### src/rtl/cook_sequencer.sv
// Cook-cycle controller: sequences keypad load/clear, cook/pause/done phases,
// derives the timer decrement tick and drives magnetron enable and end beep.
module cook_sequencer #(
  parameter int TICK_DIV    = 50000000,
  parameter int DONE_CYCLES = 100000000
) (
  input  logic       clock,
  input  logic       clrn,
  input  logic       key_valid,
  input  logic       start,
  input  logic       stop_clear,
  input  logic       door_closed,
  input  logic       timer_zero,
  output logic       timer_loadn,
  output logic       timer_clrn,
  output logic       timer_enable,
  output logic       mag_on,
  output logic       done_beep,
  output logic [2:0] state
);

  // state | meaning
  // IDLE  | waiting for first keypad digit
  // SET   | digits being entered, waiting for start
  // COOK  | magnetron on, timer counting down
  // PAUSE | cook suspended, prescaler held
  // DONE  | end-of-cook beep
  typedef enum logic [2:0] {
    IDLE  = 3'd0,
    SET   = 3'd1,
    COOK  = 3'd2,
    PAUSE = 3'd3,
    DONE  = 3'd4
  } state_t;

  localparam int PW = (TICK_DIV > 1) ? $clog2(TICK_DIV) : 1;
  localparam int BW = (DONE_CYCLES > 1) ? $clog2(DONE_CYCLES) : 1;
  localparam logic [PW-1:0] PRESC_MAX = PW'(TICK_DIV - 1);
  localparam logic [BW-1:0] BEEP_LOAD = BW'(DONE_CYCLES - 1);

  state_t          state_q, state_d;
  logic [PW-1:0]   presc_q, presc_d;
  logic [BW-1:0]   beep_q, beep_d;
  logic            loadn_d, clrn_d, en_d, mag_d, beep_on_d;

  always_comb begin
    state_d   = state_q;
    presc_d   = presc_q;
    beep_d    = beep_q;
    loadn_d   = 1'b1;
    clrn_d    = 1'b1;
    en_d      = 1'b0;
    beep_on_d = 1'b0;
    case (state_q)
      IDLE: begin
        if (key_valid) begin
          loadn_d = 1'b0;
          state_d = SET;
        end
      end
      SET: begin
        if (stop_clear) begin
          clrn_d  = 1'b0;
          state_d = IDLE;
        end else if (start && door_closed && !timer_zero) begin
          state_d = COOK;
          presc_d = '0;
        end else if (key_valid) begin
          loadn_d = 1'b0;
        end
      end
      COOK: begin
        // timer_zero is stale while a decrement is in flight, so it is ignored then
        if (stop_clear || !door_closed) begin
          state_d = PAUSE;
        end else if (timer_zero && !timer_enable) begin
          state_d   = DONE;
          beep_d    = BEEP_LOAD;
          beep_on_d = 1'b1;
        end else if (presc_q == PRESC_MAX) begin
          presc_d = '0;
          en_d    = 1'b1;
        end else begin
          presc_d = presc_q + PW'(1);
        end
      end
      PAUSE: begin
        if (stop_clear) begin
          clrn_d  = 1'b0;
          presc_d = '0;
          state_d = IDLE;
        end else if (start && door_closed) begin
          state_d = COOK;
        end
      end
      DONE: begin
        if (stop_clear || beep_q == '0) begin
          state_d = IDLE;
        end else begin
          beep_d    = beep_q - BW'(1);
          beep_on_d = 1'b1;
        end
      end
      default: state_d = IDLE;
    endcase
    mag_d = (state_d == COOK);
  end

  always_ff @(posedge clock or negedge clrn) begin
    if (!clrn) begin
      state_q      <= IDLE;
      presc_q      <= '0;
      beep_q       <= '0;
      timer_loadn  <= 1'b1;
      timer_clrn   <= 1'b1;
      timer_enable <= 1'b0;
      mag_on       <= 1'b0;
      done_beep    <= 1'b0;
    end else begin
      state_q      <= state_d;
      presc_q      <= presc_d;
      beep_q       <= beep_d;
      timer_loadn  <= loadn_d;
      timer_clrn   <= clrn_d;
      timer_enable <= en_d;
      mag_on       <= mag_d;
      done_beep    <= beep_on_d;
    end
  end

  assign state = state_q;

endmodule

### config.mk
export PLATFORM = sky130hd
export DESIGN_NAME = cook_sequencer
export DESIGN_NICKNAME = d
export VERILOG_FILES = /design/src/rtl/cook_sequencer.sv
export SDC_FILE = /design/constraint.sdc
export NUM_CORES = 1
export LEC_CHECK = 0
export ABC_CLOCK_PERIOD_IN_PS = 2400
export CORE_MARGIN = 5
export CORE_UTILIZATION = 50
export CTS_CLUSTER_DIAMETER = 60
export DETAILED_ROUTE_END_ITERATION = 16
export PLACE_DENSITY = 0.69
export SYNTH_ARGS = -nofsm -noshare
export SYNTH_HDL_FRONTEND = slang
export SYNTH_SLANG_ARGS = --single-unit
export TNS_END_PERCENT = 20
### constraint.sdc
create_clock -name clock -period 2.4 [get_ports clock]
set_clock_uncertainty 0.15 [all_clocks]
set_input_delay 0.6 -clock clock [delete_from_list [all_inputs] [get_ports clock]]
set_output_delay 0.6 -clock clock [all_outputs]
set_load 0.02 [all_outputs]
==> results.yml, run 1 <==
yosys:
  ys_top_cells_by_count: "dfrtp_1 (59), nor2_1 (37), nand2_1 (24), nand3_1 (24), xnor2_1 (24)"
  async_reset_ff_share_pct: 100
  yosys.area_share.adder_pct: 0.741
  yosysUniqueCellTypes: 44
  muxShareOfSynthArea_pct: 0.593
  synth_simple_gate_area_share_pct: 30.2
  yosys.area_share.xor_xnor_pct: 6.22
  yosysMostFrequentCell: "dfrtp_1"
  synth_top_family_by_area: "simple AND/OR/NAND/NOR gates"
  yosysTopAreaCell: "dfrtp_1"
  yosysTopAreaCellShare_pct: 43.7
  syn_nets: 371
  ys_top_cells_by_area: "dfrtp_1 (44%), xnor2_1 (6.2%), nor4_1 (4.3%)"
  ys_warn_count: 0
  syn_area_per_cell_um2: 9.33
  ys_seq_area_share_pct: 45.3
  synth-edff-count: 0
  synth_compound_area_share_pct: 13.5
  dominantRegCellSynth: "dfrtp_1"
  synthCells: 362
  ys_seq_elements: 61
  synth_area_um2: 3380
clocking:
  cts_max_level: 3
  cts_buffer_depth: 2
  clockRootBuffer: "clkbuf_8"
  clk_latency_ns: 0.33
  numCtsBuffers: 9
  cts.sinks: 61
  cts_tree: "yes"
  clk_pin_slew_ns: 0.07
die:
  chipHeight_um: 92.2
  coreArea_um2: 6680
  initial_core_util_pct: 50.5
  die_width_um: 92.2
  ios: 15
  dieArea_um2: 8500
  row_count: 30
run_status:
  run_status: "completed"
run:
  drv_cap: 0
layout:
  area_growth_pct: 32.2
  n_antenna_cell: 0
  final_area_um2: 4460
  finalNonFillerCells: 494
  fillers: 513
  fin_util_pct: 66.8
  layout-drive-gt1-share_pct: 24.9
  nets: 420
critical_path:
  cp_data_arrival_time_ns: 2.46
  timing.critical_path.from: "stop_clear"
  r2r-start: "state[0]"
  endpoint_kind: "flop"
  startpoint_type: "primary input"
  worstSetupPathType: "primary input to flop"
  crit_fanout: 8
  worstPathRequired_ns: 2.47
  r2r_slack_ns: 0.08
power:
  p_leak_uw: 0.00178
  pwr-share-seq_pct: 40.8
  pwr_density_cell_nw_per_um2: 799
  switching_share_pct: 37.2
  clkPwrFrac_pct: 22.6
  power_uw: 3570
  p_int_uw: 2240
  comb_power_share_pct: 36.6
  ir_drop_uv: 353
  switching_power_uw: 1330
timing:
  tightest_slew_ns: 0.630
  hold_violations: 0
  drv_slew: 0
  finalSetupViolations: 0
  relSlewSlack_pct: 57.9
  period_share_pct: 99.5
  fin_tns_setup_ns: 0
  min_period_ns: 2.39
  fmax_mhz: 419
route:
  antenna_left: 0
  via_count: 3057
  initialDrtViolationCount: 198
  drc_errors: 0
  wl_mm: 8.89
  wl_per_cell_um: 18.0
  via_per_inst: 6.19
  drtPass1Iterations: 5
global_routing:
  grtUsageTotal_pct: 21.3
  antenna_found_initial: 0
  grt_pass1_wl_mm: 14.4
  grt_overflow: 0
  grt_pass1_vias: 2966
  grt_max_degree: 44
placement:
  post_dp_cell_area_um2: 3890
  dp_hpwl_mm: 5.39
  gp_congestion: 0.838
  port_buffers: 14
  dp_cells: 475
worst_hold_path:
  hold_class: "primary input to asynchronous set/reset pin"
[timing repair]
item | 4_1_cts | 5_1_grt
resized for setup | 41 | 9
endpoints found under the setup margin | 40 | 32
pin swaps | 11 | 5
buffers inserted | 1 | 2
hold buffers | 0 | 0
gates cloned | 1 | 1
[state kept, by name, indices dropped and copies added, names as in the netlist]
name          flops
timer_loadn       1
timer_enable      1
mag_on            1
timer_clrn        1
state             3
done_beep         1
presc_q          26
beep_q           27
[critical path, stage by stage]
cell and delay, ns:
clkdlybuf4s15_1 0.22, or3b_2 0.49, a31o_4 0.26, bufbuf_16 0.30
nor4_4 0.35, xnor2_1 0.17, nor2_1 0.06
[cell usage in the layout (no fill, tap or decap), drive strengths merged, types with 6 or more instances in the layout]
cell,Yosys,final
clkdlybuf4s50,0,11
nor3,12,12
nand4,7,7
nand2,24,24
nand3,24,24
and3,8,8
or4,6,6
o21ai,20,20
buf,6,42
dfrtp,59,59
nor2,37,37
clkbuf,13,13
a211oi,8,8
nor2b,6,6
xnor2,24,24
a21oi,13,13
or3,7,7
inv,7,7
nor4,24,24
[kinds of logic (layout without fill, tap and decap cells)]
logic type | after synthesis | in the layout
multiplexers | 2 | 2
flip-flops | 61 | 61
XOR/XNOR | 24 | 24
AND/OR/NAND/NOR | 183 | 183
buffers and inverters | 26 | 78
adder cells (fa/ha/maj) | 2 | 2
AO/OA/AOI/OAI | 64 | 64
[layout make-up]
type / instances / area (µm²) / area share [%]
Inverter: 7 / 26.3 / 0.589
Clock inverter: 2 / 10.0 / 0.224
Multi-Input combinational cell: 275 / 2070 / 46.4
Sequential cell: 61 / 1530 / 34.3
Tap cell: 80 / 100 / 2.24
Timing Repair Buffer: 57 / 573 / 12.8
Clock buffer: 12 / 155 / 3.48
[power groups by stage]
| stage | Clock [µW] | Sequential [µW] | Combinational, µW |
|---|---|---|---|
| after floorplan | 0 | 1460 | 664 |
| after global placement | 0 | 1450 | 1040 |
| after detailed placement | 0 | 1460 | 1080 |
| after CTS | 811 | 1450 | 1230 |
| after global routing | 868 | 1490 | 1420 |
| final | 807 | 1460 | 1310 |
[path summary, 6_finish.rpt]
| kind | end | cells past startpoint |
|---|---|---|
| worst max-delay path | presc_q[18] | 7 |
| worst min-delay path | beep_q[9] | 1 |
| worst max register to register | beep_q[20] | 5 |
| worst min register to register | beep_q[6] | 1 |
| max in group asynchronous | state[0] | 2 |
| min in group clock | beep_q[6] | 1 |
[through the flow]
stage	hold slack, ns	worst slack, ns
global placement	0.336	-0.492
global route	0.0935	-0.0119
detailed placement	0.352	-0.569
finish	0.0624	0.0117
floorplan	0.154	-0.0360
CTS	0.0731	-0.00323
[layer usage]
metal,share of wire (%),global-route usage [%],vias to the layer above,routed length (µm)
li1,-,-,1440,-
met1,46,29.8,1502,4070
met2,47,32.7,98,4170
met3,5.2,3.77,17,462
met4,2.1,8.29,0,184
met5,0,0,-,0
(Power assumes the default switching activity.)
==> run 2, diff against run 1 <==
- CORE_MARGIN: 5 -> 1.5
- CTS_CLUSTER_SIZE: default -> 10
==> run 2 against run 1 <==
Net effect: power is 0.33% higher; register-to-register slack gained 0.03 ns; die area down 15%; the flow now finishes with violations (DRC); core utilization decreased by 0.52 points; final cell count shrank 0.20%.
==> results.yml, run 2 (synthesized netlist as in run 1, its figures left out) <==
timing:
  min_period_ns: 2.31
  tightest_slew_ns: 0.485
  drv_slew: 0
  hold_ws_ns: 0.0965
  rsz0062_at_grt: "true"
  relSlewSlack_pct: 67.6
  finalSetupViolations: 0
  fin_tns_setup_ns: 0
  period_share_pct: 96.3
  fmax_mhz: 433
  hold_violations: 0
die:
  ios: 15
  chipHeight_um: 85.2
  initial_core_util_pct: 52.6
  row_count: 29
  dieArea_um2: 7260
  coreArea_um2: 6420
  die_width_um: 85.2
route:
  via_per_inst: 6.09
  via_count: 3001
  drtPass1Iterations: 10
  wl_mm: 7.96
  initialDrtViolationCount: 155
  wl_per_cell_um: 16.2
  antenna_left: 0
  drc_errors: 3
layout:
  nets: 420
  largest_reg_flops: 27
  n_antenna_cell: 0
  final_cell_mix: "dfrtp_1 (58), buf_4 (39), nor2_1 (36)"
  final_common_cell: "dfrtp_1"
  regMostFlops: "beep_q"
  layout-drive-gt1-share_pct: 23.1
  area_growth_pct: 26.1
placement:
  dp_hpwl_mm: 5.18
  gp_congestion: 0.878
  port_buffers: 14
power:
  p_leak_uw: 0.00173
  pwr_density_cell_nw_per_um2: 841
  ir_drop_uv: 424
  switching_share_pct: 35.2
  comb_power_share_pct: 32.6
  switching_power_uw: 1260
  clkPwrFrac_pct: 26.7
  p_int_uw: 2320
  pwr-share-seq_pct: 40.8
  power_uw: 3580
global_routing:
  grt_max_degree: 62
  grtUsageTotal_pct: 23.7
  grt_overflow: 0
  grt_pass1_wl_mm: 13.6
  antenna_found_initial: 0
  grt_pass1_vias: 2971
clocking:
  cts_hold_buf: 0
  clk_latency_ns: 0.34
  clk_pin_slew_ns: 0.07
  clockRootBuffer: "clkbuf_8"
  numCtsBuffers: 9
  cts.sinks: 61
  cts_buffer_depth: 2
  cts_tree: "yes"
  cts_max_level: 3
critical_path:
  endpoint_kind: "flop"
  startpoint_type: "primary input"
  crit_fanout: 8
  worstSetupPathType: "primary input to flop"
  r2r_slack_ns: 0.11
  worstReg2RegEnd: "beep_q[8]"
  worstPathRequired_ns: 2.48
  r2r_cells: 6
  cp_data_arrival_time_ns: 2.39
  r2r-start: "beep_q[15]"
run:
  drv_cap: 0
run_status:
  run_status: "finished, violations left"
  violations: "DRC"
worst_hold_path:
  hold_class: "primary input to asynchronous set/reset pin"
[run 2: changes by cell type in the layout (fill, tap and decap cells not counted), moves of 2 or more]
cell and delta:
buf_4 +4, nor4_2 +9, nor4_4 -13, nor2b_2 -2, clkbuf_1 +2, clkinv_2 -2, nor2b_1 +2, nor4_1 +4
[run 2: cell type report]
class                      instances  area [µm²]
clock buffer                      15         176
tap                               77        96.3
inverter                           7        26.3
sequential                        61        1530
clock inverter                     1        30.0
multi-input combinational        275        1900
fill                             490        2160
timing repair buffer              57         499
[run 2: power groups by stage]
stage          clock (µW)  sequential [µW]  combinational [µW]
2_1_floorplan           0             1460                 664
3_3_place_gp            0             1450                1030
3_5_place_dp            0             1460                1060
4_1_cts               972             1450                1120
5_1_grt              1020             1490                1280
6_report              955             1460                1170
[run 2: per-layer routing]
metal	global-route usage (%)	wire (µm)	share of wire (%)
met1	31.9	3850	48
met2	37.7	3710	47
met3	3.50	219	2.8
met4	11.2	182	2.3
met5	0	0	0
[run 2: worst max-delay path by stage]
stage | from | end | slack [ns] | cells after the start
2_1_floorplan | stop_clear | beep_q[23] | -0.04 | 6
3_3_place_gp | door_closed | presc_q[20] | -0.53 | 7
3_5_place_dp | stop_clear | beep_q[24] | -0.59 | 6
4_1_cts | stop_clear | beep_q[20] | 0.003 | 6
5_1_grt | beep_q[15] | beep_q[0] | -0.02 | 7
6_report | timer_zero | presc_q[15] | 0.09 | 8
[run 2: timing repair]
action                                  4_1_cts  5_1_grt
resized for setup                            23        4
setup buffers                                 3        1
pin swaps                                     7        4
endpoints found under the setup margin       41       18
endpoints found under the hold margin         0        0
[run 2: critical path, stage by stage]
cell	delay, ns
clkdlybuf4s50_1	0.47
or3b_2	0.46
a32oi_1	0.21
buf_6	0.16
buf_4	0.18
nor4_2	0.07
xnor2_1	0.17
nor2_1	0.05
[run 2: through the flow]
| step | instance area, µm² | util (%) | std cells | setup WS [ns] |
|---|---|---|---|---|
| finish | 4260 | 66.3 | 493 | 0.0885 |
| global route | 4260 | 66.3 | 493 | -0.0249 |
| CTS | 4230 | 65.9 | 492 | 0.00265 |
| detailed placement | 3880 | 60.4 | 473 | -0.593 |
| global placement | 3880 | 60.4 | 473 | -0.526 |
| floorplan | 3420 | - | 362 | -0.0360 |
